**src/rtl/nibble_serial_add_ctrl.sv**
```systemverilog
// nibble_serial_add_ctrl
// Wide adder sequencer: adds two 4*NIBBLES-bit operands by reusing one external
// 4-bit ripple-carry slice, one nibble per cycle, least significant nibble first.
// The carry between nibbles is held in a register so the slice can be shared.
//
// state | meaning
// ------+-----------------------------------------------------------
// IDLE  | waiting for start; slice inputs parked at zero
// RUN   | one nibble per cycle through the slice, idx selects nibble
// DONE  | result valid, done pulses; a new start is accepted here
module nibble_serial_add_ctrl #(
    parameter int NIBBLES = 4
) (
    input  logic                   clk_i,
    input  logic                   rst_i,
    input  logic                   start_i,
    input  logic [4*NIBBLES-1:0]   a_i,
    input  logic [4*NIBBLES-1:0]   b_i,
    input  logic                   cin_i,
    output logic [3:0]             slice_a_o,
    output logic [3:0]             slice_b_o,
    output logic                   slice_cin_o,
    input  logic [3:0]             slice_s_i,
    input  logic                   slice_c4_i,
    output logic                   busy_o,
    output logic                   done_o,
    output logic [4*NIBBLES-1:0]   sum_o,
    output logic                   cout_o,
    output logic                   zero_o
);

    localparam int IW = (NIBBLES > 1) ? $clog2(NIBBLES) : 1;

    typedef enum logic [1:0] {
        IDLE = 2'd0,
        RUN  = 2'd1,
        DONE = 2'd2
    } state_t;

    state_t                     state_q;
    logic [IW-1:0]              idx_q;
    logic                       carry_q;
    logic [NIBBLES-1:0][3:0]    a_q;
    logic [NIBBLES-1:0][3:0]    b_q;
    logic [NIBBLES-1:0][3:0]    sum_q;
    logic [NIBBLES-1:0][3:0]    sum_d;
    logic                       done_q;
    logic                       cout_q;
    logic                       zero_q;

    // Sum as it will look after this cycle's nibble lands; also feeds the zero flag
    // so it reflects the final nibble written on the same edge.
    always_comb begin
        sum_d         = sum_q;
        sum_d[idx_q]  = slice_s_i;
    end

    // Slice inputs come straight from registers and are parked at zero outside RUN.
    always_comb begin
        slice_a_o   = 4'h0;
        slice_b_o   = 4'h0;
        slice_cin_o = 1'b0;
        if (state_q == RUN) begin
            slice_a_o   = a_q[idx_q];
            slice_b_o   = b_q[idx_q];
            slice_cin_o = carry_q;
        end
    end

    // Sequencer: operand capture, nibble stepping, carry chaining and result flags.
    always_ff @(posedge clk_i) begin
        if (rst_i) begin
            state_q <= IDLE;
            idx_q   <= '0;
            carry_q <= 1'b0;
            a_q     <= '0;
            b_q     <= '0;
            sum_q   <= '0;
            done_q  <= 1'b0;
            cout_q  <= 1'b0;
            zero_q  <= 1'b0;
        end else begin
            done_q <= 1'b0;
            case (state_q)
                IDLE, DONE: begin
                    if (start_i) begin
                        a_q     <= a_i;
                        b_q     <= b_i;
                        carry_q <= cin_i;
                        idx_q   <= '0;
                        state_q <= RUN;
                    end else begin
                        state_q <= IDLE;
                    end
                end
                RUN: begin
                    sum_q   <= sum_d;
                    carry_q <= slice_c4_i;
                    if (idx_q == IW'(NIBBLES - 1)) begin
                        cout_q  <= slice_c4_i;
                        done_q  <= 1'b1;
                        zero_q  <= (sum_d == '0);
                        state_q <= DONE;
                    end else begin
                        idx_q <= idx_q + IW'(1);
                    end
                end
                default: begin
                    state_q <= IDLE;
                end
            endcase
        end
    end

    assign busy_o = (state_q == RUN);
    assign done_o = done_q;
    assign sum_o  = sum_q;
    assign cout_o = cout_q;
    assign zero_o = zero_q;

endmodule

```
**config.mk**
```make
export PLATFORM = sky130hd
export DESIGN_NAME = nibble_serial_add_ctrl
export DESIGN_NICKNAME = d
export VERILOG_FILES = /design/src/rtl/nibble_serial_add_ctrl.sv
export SDC_FILE = /design/constraint.sdc
export NUM_CORES = 1
export LEC_CHECK = 0
export ABC_AREA = 1
export CAP_MARGIN = 20
export CORE_MARGIN = 2
export CORE_UTILIZATION = 35
export CTS_BUF_LIST = sky130_fd_sc_hd__clkbuf_8
export DETAILED_ROUTE_END_ITERATION = 16
export PLACE_DENSITY = 0.63
export SETUP_SLACK_MARGIN = 0.1
export SLEW_MARGIN = 0
export SYNTH_ARGS = -nofsm -noshare
export SYNTH_HDL_FRONTEND = slang
export SYNTH_SLANG_ARGS = --single-unit
```
**constraint.sdc**
```tcl
create_clock -name clk_i -period 2 [get_ports clk_i]
set_input_delay 0.2 -clock clk_i [delete_from_list [all_inputs] [get_ports clk_i]]
set_output_delay 0.2 -clock clk_i [all_outputs]
set_load 0.01 [all_outputs]
```
==> impl_metrics.yaml, run 1 <==
pwr:
  pwr-share-comb: 0.207
  intPower_uw: 1820
  powerDensity_nw_per_um2: 739
  p_sw_frac: 0.275
  vdd_drop_max_uv: 341
  p_leak_uw: 0.00141
  power_frac_seq: 0.500
  p_sw_uw: 689
  power_frac_clock: 0.293
yosys:
  synth_area_leaders: "dfxtp_1 45%, nor2_1 16%, o21ai_0 11%"
  postSynthCellCount: 358
  synth_seq_cells: 56
  synth_area_sq_um: 2490
  yosys.area.top_type: "dfxtp_1"
  ys_seq_area_frac: 0.451
  syn_nets: 404
  avgSynthCellArea_sq_um: 6.94
  yosysTopAreaCellShare: 0.451
  synth-edff-count: 0
  ys_warn_count: 0
  synth_cell_types: 22
  synthFlopType: "dfxtp_1"
  synthArstFlopShare: 0
timing:
  post-route-period-util: 0.882
  rsz0062_at_grt: "no"
  slew_viol_final: 0
  relSlewSlack: 0.773
  tns_ns: 0
  final.setup.worst_slack_ns: 0.235
  fmax_mhz: 567
  period_needed_ns: 1.76
  worstMarginPinSlew_ns: 0.340
  skew_ns: 0.00682
  hold_viol: 0
  setup_viol: 0
min_path:
  worstHoldEndpoint: "cout_o$_SDFFE_PP0P_"
  hold-path-cell-count: 3
  hp-class: "input port to flip-flop"
  min-delay-start: "slice_c4_i"
cts:
  cts_sinks: 56
  clk_pin_slew_ns: 0.09
  ctsRootBufferMaster: "clkbuf_8"
  insertion_delay_ns: 0.31
  htreeDepth: 2
  cts-hold-fix-buffers: 0
  cts_tree: "built"
  cts_inserted_buffers: 5
  clock_path_buffers: 2
setup_path:
  arrival_ns: 1.56
  ff2ff_path_depth: 10
  cp_top_family: "buffers and inverters"
  critPathMaxStageDelay_ns: 0.43
  critPathMaxFanout: 10
  crit_chain: "inv_2 -> nor2_1 -> o21ai_0 -> a21oi_1 -> dlygate4sd2_1"
  r2r_slack_ns: 0.39
  worstSetupStartpointType: "flip-flop"
  rr_endpoint: "zero_o$_SDFFE_PP0P_"
  crit_path_end_kind: "output port"
  critPathSlowestCell: "dfxtp_1"
  worstPathRequired_ns: 1.80
  crit_buf_inv: 2
  crit_type: "flip-flop to output port"
  r2r_start: "idx_q[1]$_SDFFE_PP0P_"
job:
  max_cap_violations: 0
global_routing:
  overflow: 0
  grt_pass1_wl_microns: 10300
  grt_max_degree: 41
  antenna_found_initial: 0
  grt_pass1_vias: 2334
  grt_use_total: 0.166
run_status:
  outcome: "finished clean"
placement:
  place_ws_ns: 0.203
  dp_hpwl_microns: 4410
  globalplace.congestion: 0.806
  port_buffers: 69
route:
  firstDrtPassIters: 4
  postRouteAntennaNets: 0
  routed-via-count: 2456
  drt_wl_total_microns: 6060
  route.detailed.drc: 0
  wl_per_cell_microns: 11.6
  drt_first_iter_violations: 67
  vias_per_cell: 4.70
die:
  fp.dieW_microns: 88.3
  start_util: 0.364
  die_h_microns: 88.3
  core_sq_um: 6830
  num_io_pins: 70
  row_count: 30
  dieArea_sq_um: 7790
layout:
  diodes: 0
  layout-drive-gt1-share: 0.0749
  fin_nets: 472
  areaGrowthSynthToFinish_pct: 36.5
-- layer usage --
layer	vias to the layer above	routed length [microns]	GRT usage
met5	-	0	0
met4	0	63	0.0496
met3	6	297	0.0364
met2	70	2890	0.287
met1	1085	2810	0.206
li1	1295	-	-
-- power groups by stage --
| stage | logic, uW | clock network (uW) | registers (uW) |
|---|---|---|---|
| 3_3_place_gp | 520 | 0 | 1280 |
| 2_1_floorplan | 297 | 0 | 1280 |
| 6_report | 518 | 735 | 1250 |
| 5_1_grt | 590 | 792 | 1270 |
| 4_1_cts | 523 | 756 | 1250 |
| 3_5_place_dp | 529 | 0 | 1280 |
-- per-stage QoR --
| stage | area [sq um] | hold WS, ns | util | total power, uW | instances |
|---|---|---|---|---|---|
| 4_1_cts | 3390 | 0.472 | 0.496 | 2530 | 523 |
| 6_report | 3390 | 0.471 | 0.497 | 2510 | 523 |
| 3_5_place_dp | 3280 | 0.470 | 0.480 | 1810 | 515 |
| 3_3_place_gp | 3280 | 0.456 | 0.480 | 1800 | 515 |
| 2_1_floorplan | 2490 | 0.262 | - | 1570 | 358 |
| 5_1_grt | 3390 | 0.491 | 0.497 | 2650 | 523 |
-- cell usage in the layout, fill, tap and decap left out --
cell / instances
a311oi_1: 1
clkinvlp_4: 1
buf_4: 10
clkbuf_8: 5
nor2_2: 1
o21ai_0: 56
inv_1: 14
inv_4: 1
nand3_2: 1
dfxtp_1: 55
nor3_1: 1
ha_1: 5
nor2_1: 107
o21ai_1: 11
dlygate4sd2_1: 8
a21oi_2: 1
a31oi_1: 10
clkdlybuf4s50_1: 61
nand2_1: 47
inv_2: 6
nand2_4: 2
clkinv_2: 1
bufinv_16: 1
nand3_1: 6
a21oi_1: 13
nand2_2: 1
dfxtp_4: 1
-- sequential cells by signal (all words and copies together), names as in the netlist --
signal	flops
idx_q	2
cout_o	1
sum_o	16
done_o	1
carry_q	1
a_q	16
state_q	2
zero_o	1
b_q	16
-- cell type report --
class,instances,area (sq um)
Fill cell,727,3440
Multi-Input combinational cell,263,1200
Sequential cell,56,1120
Timing Repair Buffer,79,756
Tap cell,96,120
Inverter,21,81.3
Clock buffer,5,68.8
Clock inverter,3,42.5
-- repair_timing --
item / in CTS / in global routing
endpoints found under the hold margin: 0 / 0
resized for setup: 12 / 1
setup buffers: 0 / 0
setup endpoints to repair: 10 / 2
-- cells in the mapped netlist, types with 5 or more instances --
cell      count
a21oi_1      13
clkbuf_1      7
o21ai_0      56
o21ai_1      11
nand2_1      48
nand3_1       6
inv_2         7
dfxtp_1      56
ha_1          5
nor2_1      107
inv_1        14
a31oi_1      10
buf_2         8
-- kinds of logic (layout without fill, tap and decap cells) --
kind of cell,Yosys count,count (layout),synth area share
adder cells (fa/ha/maj),5,5,0.0252
flip-flops,56,56,0.451
AND/OR/NAND/NOR,166,166,0.262
buffers and inverters,39,108,0.0690
AO/OA/AOI/OAI,92,92,0.193
-- tightest hold or removal path, stage by stage --
cell             delay [ns]
clkdlybuf4s50_1        0.42
nand2_1                0.07
nand2_1                0.04
-- how the worst max path moves through the flow --
| stage | to | slack [ns] | startpoint | cells past startpoint |
|---|---|---|---|---|
| final | slice_a_o[0] | 0.24 | idx_q[1]$_SDFFE_PP0P_ | 5 |
| after CTS | slice_cin_o | 0.15 | state_q[0]$_SDFFE_PP0P_ | 3 |
| after detailed placement | slice_a_o[0] | 0.20 | idx_q[0]$_SDFFE_PP0P_ | 6 |
| after floorplan | zero_o$_SDFFE_PP0P_ | 0.39 | idx_q[0]$_SDFFE_PP0P_ | 9 |
| after global routing | slice_b_o[0] | 0.10 | idx_q[0]$_SDFFE_PP0P_ | 6 |
| after global placement | slice_b_o[2] | 0.23 | idx_q[0]$_SDFFE_PP0P_ | 6 |
Power figures use the tool's default switching activity.
==> run 2, diff against run 1 <==
--- a/config.mk
+++ b/config.mk
@@ -6,14 +6,15 @@
 export NUM_CORES = 1
 export LEC_CHECK = 0
 export ABC_AREA = 1
-export CAP_MARGIN = 20
 export CORE_MARGIN = 2
 export CORE_UTILIZATION = 35
 export CTS_BUF_LIST = sky130_fd_sc_hd__clkbuf_8
 export DETAILED_ROUTE_END_ITERATION = 16
+export GPL_TIMING_DRIVEN = 1
 export PLACE_DENSITY = 0.63
 export SETUP_SLACK_MARGIN = 0.1
 export SLEW_MARGIN = 0
 export SYNTH_ARGS = -nofsm -noshare
 export SYNTH_HDL_FRONTEND = slang
 export SYNTH_SLANG_ARGS = --single-unit
+export TNS_END_PERCENT = 50
==> impl_metrics.yaml, run 2 (synthesis results as in run 1) <==
run_status:
  outcome: "finished clean"
timing:
  hold_viol: 0
  final.setup.worst_slack_ns: 0.175
  slew_viol_final: 0
  setup_viol: 0
  period_needed_ns: 1.83
  relSlewSlack: 0.775
  rsz0062_at_grt: "yes"
  skew_ns: 0.00515
  fmax_mhz: 548
  timing.hold.ws_ns: 0.471
  worstMarginPinSlew_ns: 0.338
  post-route-period-util: 0.913
cts:
  htreeDepth: 2
  clock_path_buffers: 2
  ctsRootBufferMaster: "clkbuf_8"
  clk_pin_slew_ns: 0.09
  cts-hold-fix-buffers: 0
  cts_inserted_buffers: 5
  cts_tree: "built"
  insertion_delay_ns: 0.31
  cts_sinks: 56
  postCtsSetupRepairBufs: 0
layout:
  areaGrowthSynthToFinish_pct: 36.4
  diodes: 0
  fill_cells: 729
  mostFrequentLayoutCell: "nor2_1"
  fin_nets: 472
  final_cell_area_sq_um: 3390
  layout-drive-gt1-share: 0.0773
  final_cell_mix: "107 x nor2_1, 61 x clkdlybuf4s50_1, 56 x o21ai_0, 54 x dfxtp_1, 47 x nand2_1"
  finalNonFillerCells: 523
pwr:
  p_leak_uw: 0.00142
  pwr-share-comb: 0.207
  p_sw_uw: 687
  total_power_uw: 2510
  vdd_drop_max_uv: 341
  power_frac_clock: 0.293
  powerDensity_nw_per_um2: 739
  power_frac_seq: 0.500
  p_sw_frac: 0.274
  intPower_uw: 1820
setup_path:
  crit_type: "flip-flop to output port"
  critPathMaxFanout: 13
  crit_path_end_kind: "output port"
  worstSetupStartpointType: "flip-flop"
  worstPathRequired_ns: 1.80
  arrival_ns: 1.63
route:
  route.detailed.drc: 0
  drt_wl_total_microns: 6090
  routed-via-count: 2454
  wl_per_cell_microns: 11.6
  postRouteAntennaNets: 0
  firstDrtPassIters: 5
  vias_per_cell: 4.69
  drt_first_iter_violations: 72
die:
  core_sq_um: 6830
  num_io_pins: 70
  die_h_microns: 88.3
  fp.dieW_microns: 88.3
  row_count: 30
  start_util: 0.364
  dieArea_sq_um: 7790
global_routing:
  overflow: 0
  grt_use_total: 0.165
  grt_pass1_vias: 2334
  grt_max_degree: 41
  grt_pass1_wl_microns: 10200
  antenna_found_initial: 0
placement:
  placed_cells_incl_taps: 515
  globalplace.congestion: 0.806
  dp_hpwl_microns: 4410
  port_buffers: 69
  place_ws_ns: 0.203
  placed_area_sq_um: 3280
job:
  max_cap_violations: 0
min_path:
  hp-class: "input port to flip-flop"
run 2: cell types whose count changed in the layout (fill, tap and decap cells not counted), sizes merged:
cell / change
clkinv: +1
dlygate4sd2: -1
dlymetal6s2s: +1
inv: -1
run 2: metal layers:
layer  share of wire  vias to the layer above  GRT usage
met5               0                        -          0
met2            0.47                       78      0.286
li1                -                     1292          -
met3           0.057                        6     0.0364
met4           0.010                        0     0.0496
met1            0.46                     1078      0.205
run 2: worst paths after layout:
path	startpoint	to	slack [ns]	cells past startpoint
worst max register to register	idx_q[0]$_SDFFE_PP0P_	zero_o$_SDFFE_PP0P_	0.31	7
worst min-delay path	slice_c4_i	cout_o$_SDFFE_PP0P_	0.47	3
worst max-delay path	state_q[0]$_SDFFE_PP0P_	slice_cin_o	0.17	3
worst min register to register	cout_o$_SDFFE_PP0P_	cout_o$_SDFFE_PP0P_	0.48	2
run 2: stage by stage:
step                setup TNS [ns]  utilization
global placement                 0        0.480
finish                           0        0.496
CTS                       -0.00968        0.496
floorplan                        0            -
global route                     0        0.496
detailed placement               0        0.480
run 2: area by class of cell:
type	instances	area (sq um)	share of cell area
clock buffers	5	68.8	0.0203
multi-input cells	263	1200	0.353
clock inverters	3	42.5	0.0125
well taps	96	120	0.0354
inverters	21	80.1	0.0236
repair buffers	79	759	0.224
flip-flops and latches	56	1120	0.331
run 2: critical path, cell delays in order, from the launching register on:
cell and delay [ns]:
dfxtp_1 0.40, nand2_2 0.23, nor2_1 0.15, clkdlybuf4s50_1 0.55
run 2: power groups by stage:
stage	clock network [uW]	registers (uW)	logic, uW
2_1_floorplan	0	1280	297
3_3_place_gp	0	1280	520
3_5_place_dp	0	1280	529
4_1_cts	756	1250	524
5_1_grt	793	1260	590
6_report	733	1250	519
run 2: timing repair:
| action | in CTS | in global routing |
|---|---|---|
| setup endpoints to repair | 10 | 3 |
| cloned | 0 | 0 |
| resized for setup | 9 | 3 |
| hold endpoints to repair | 0 | 0 |
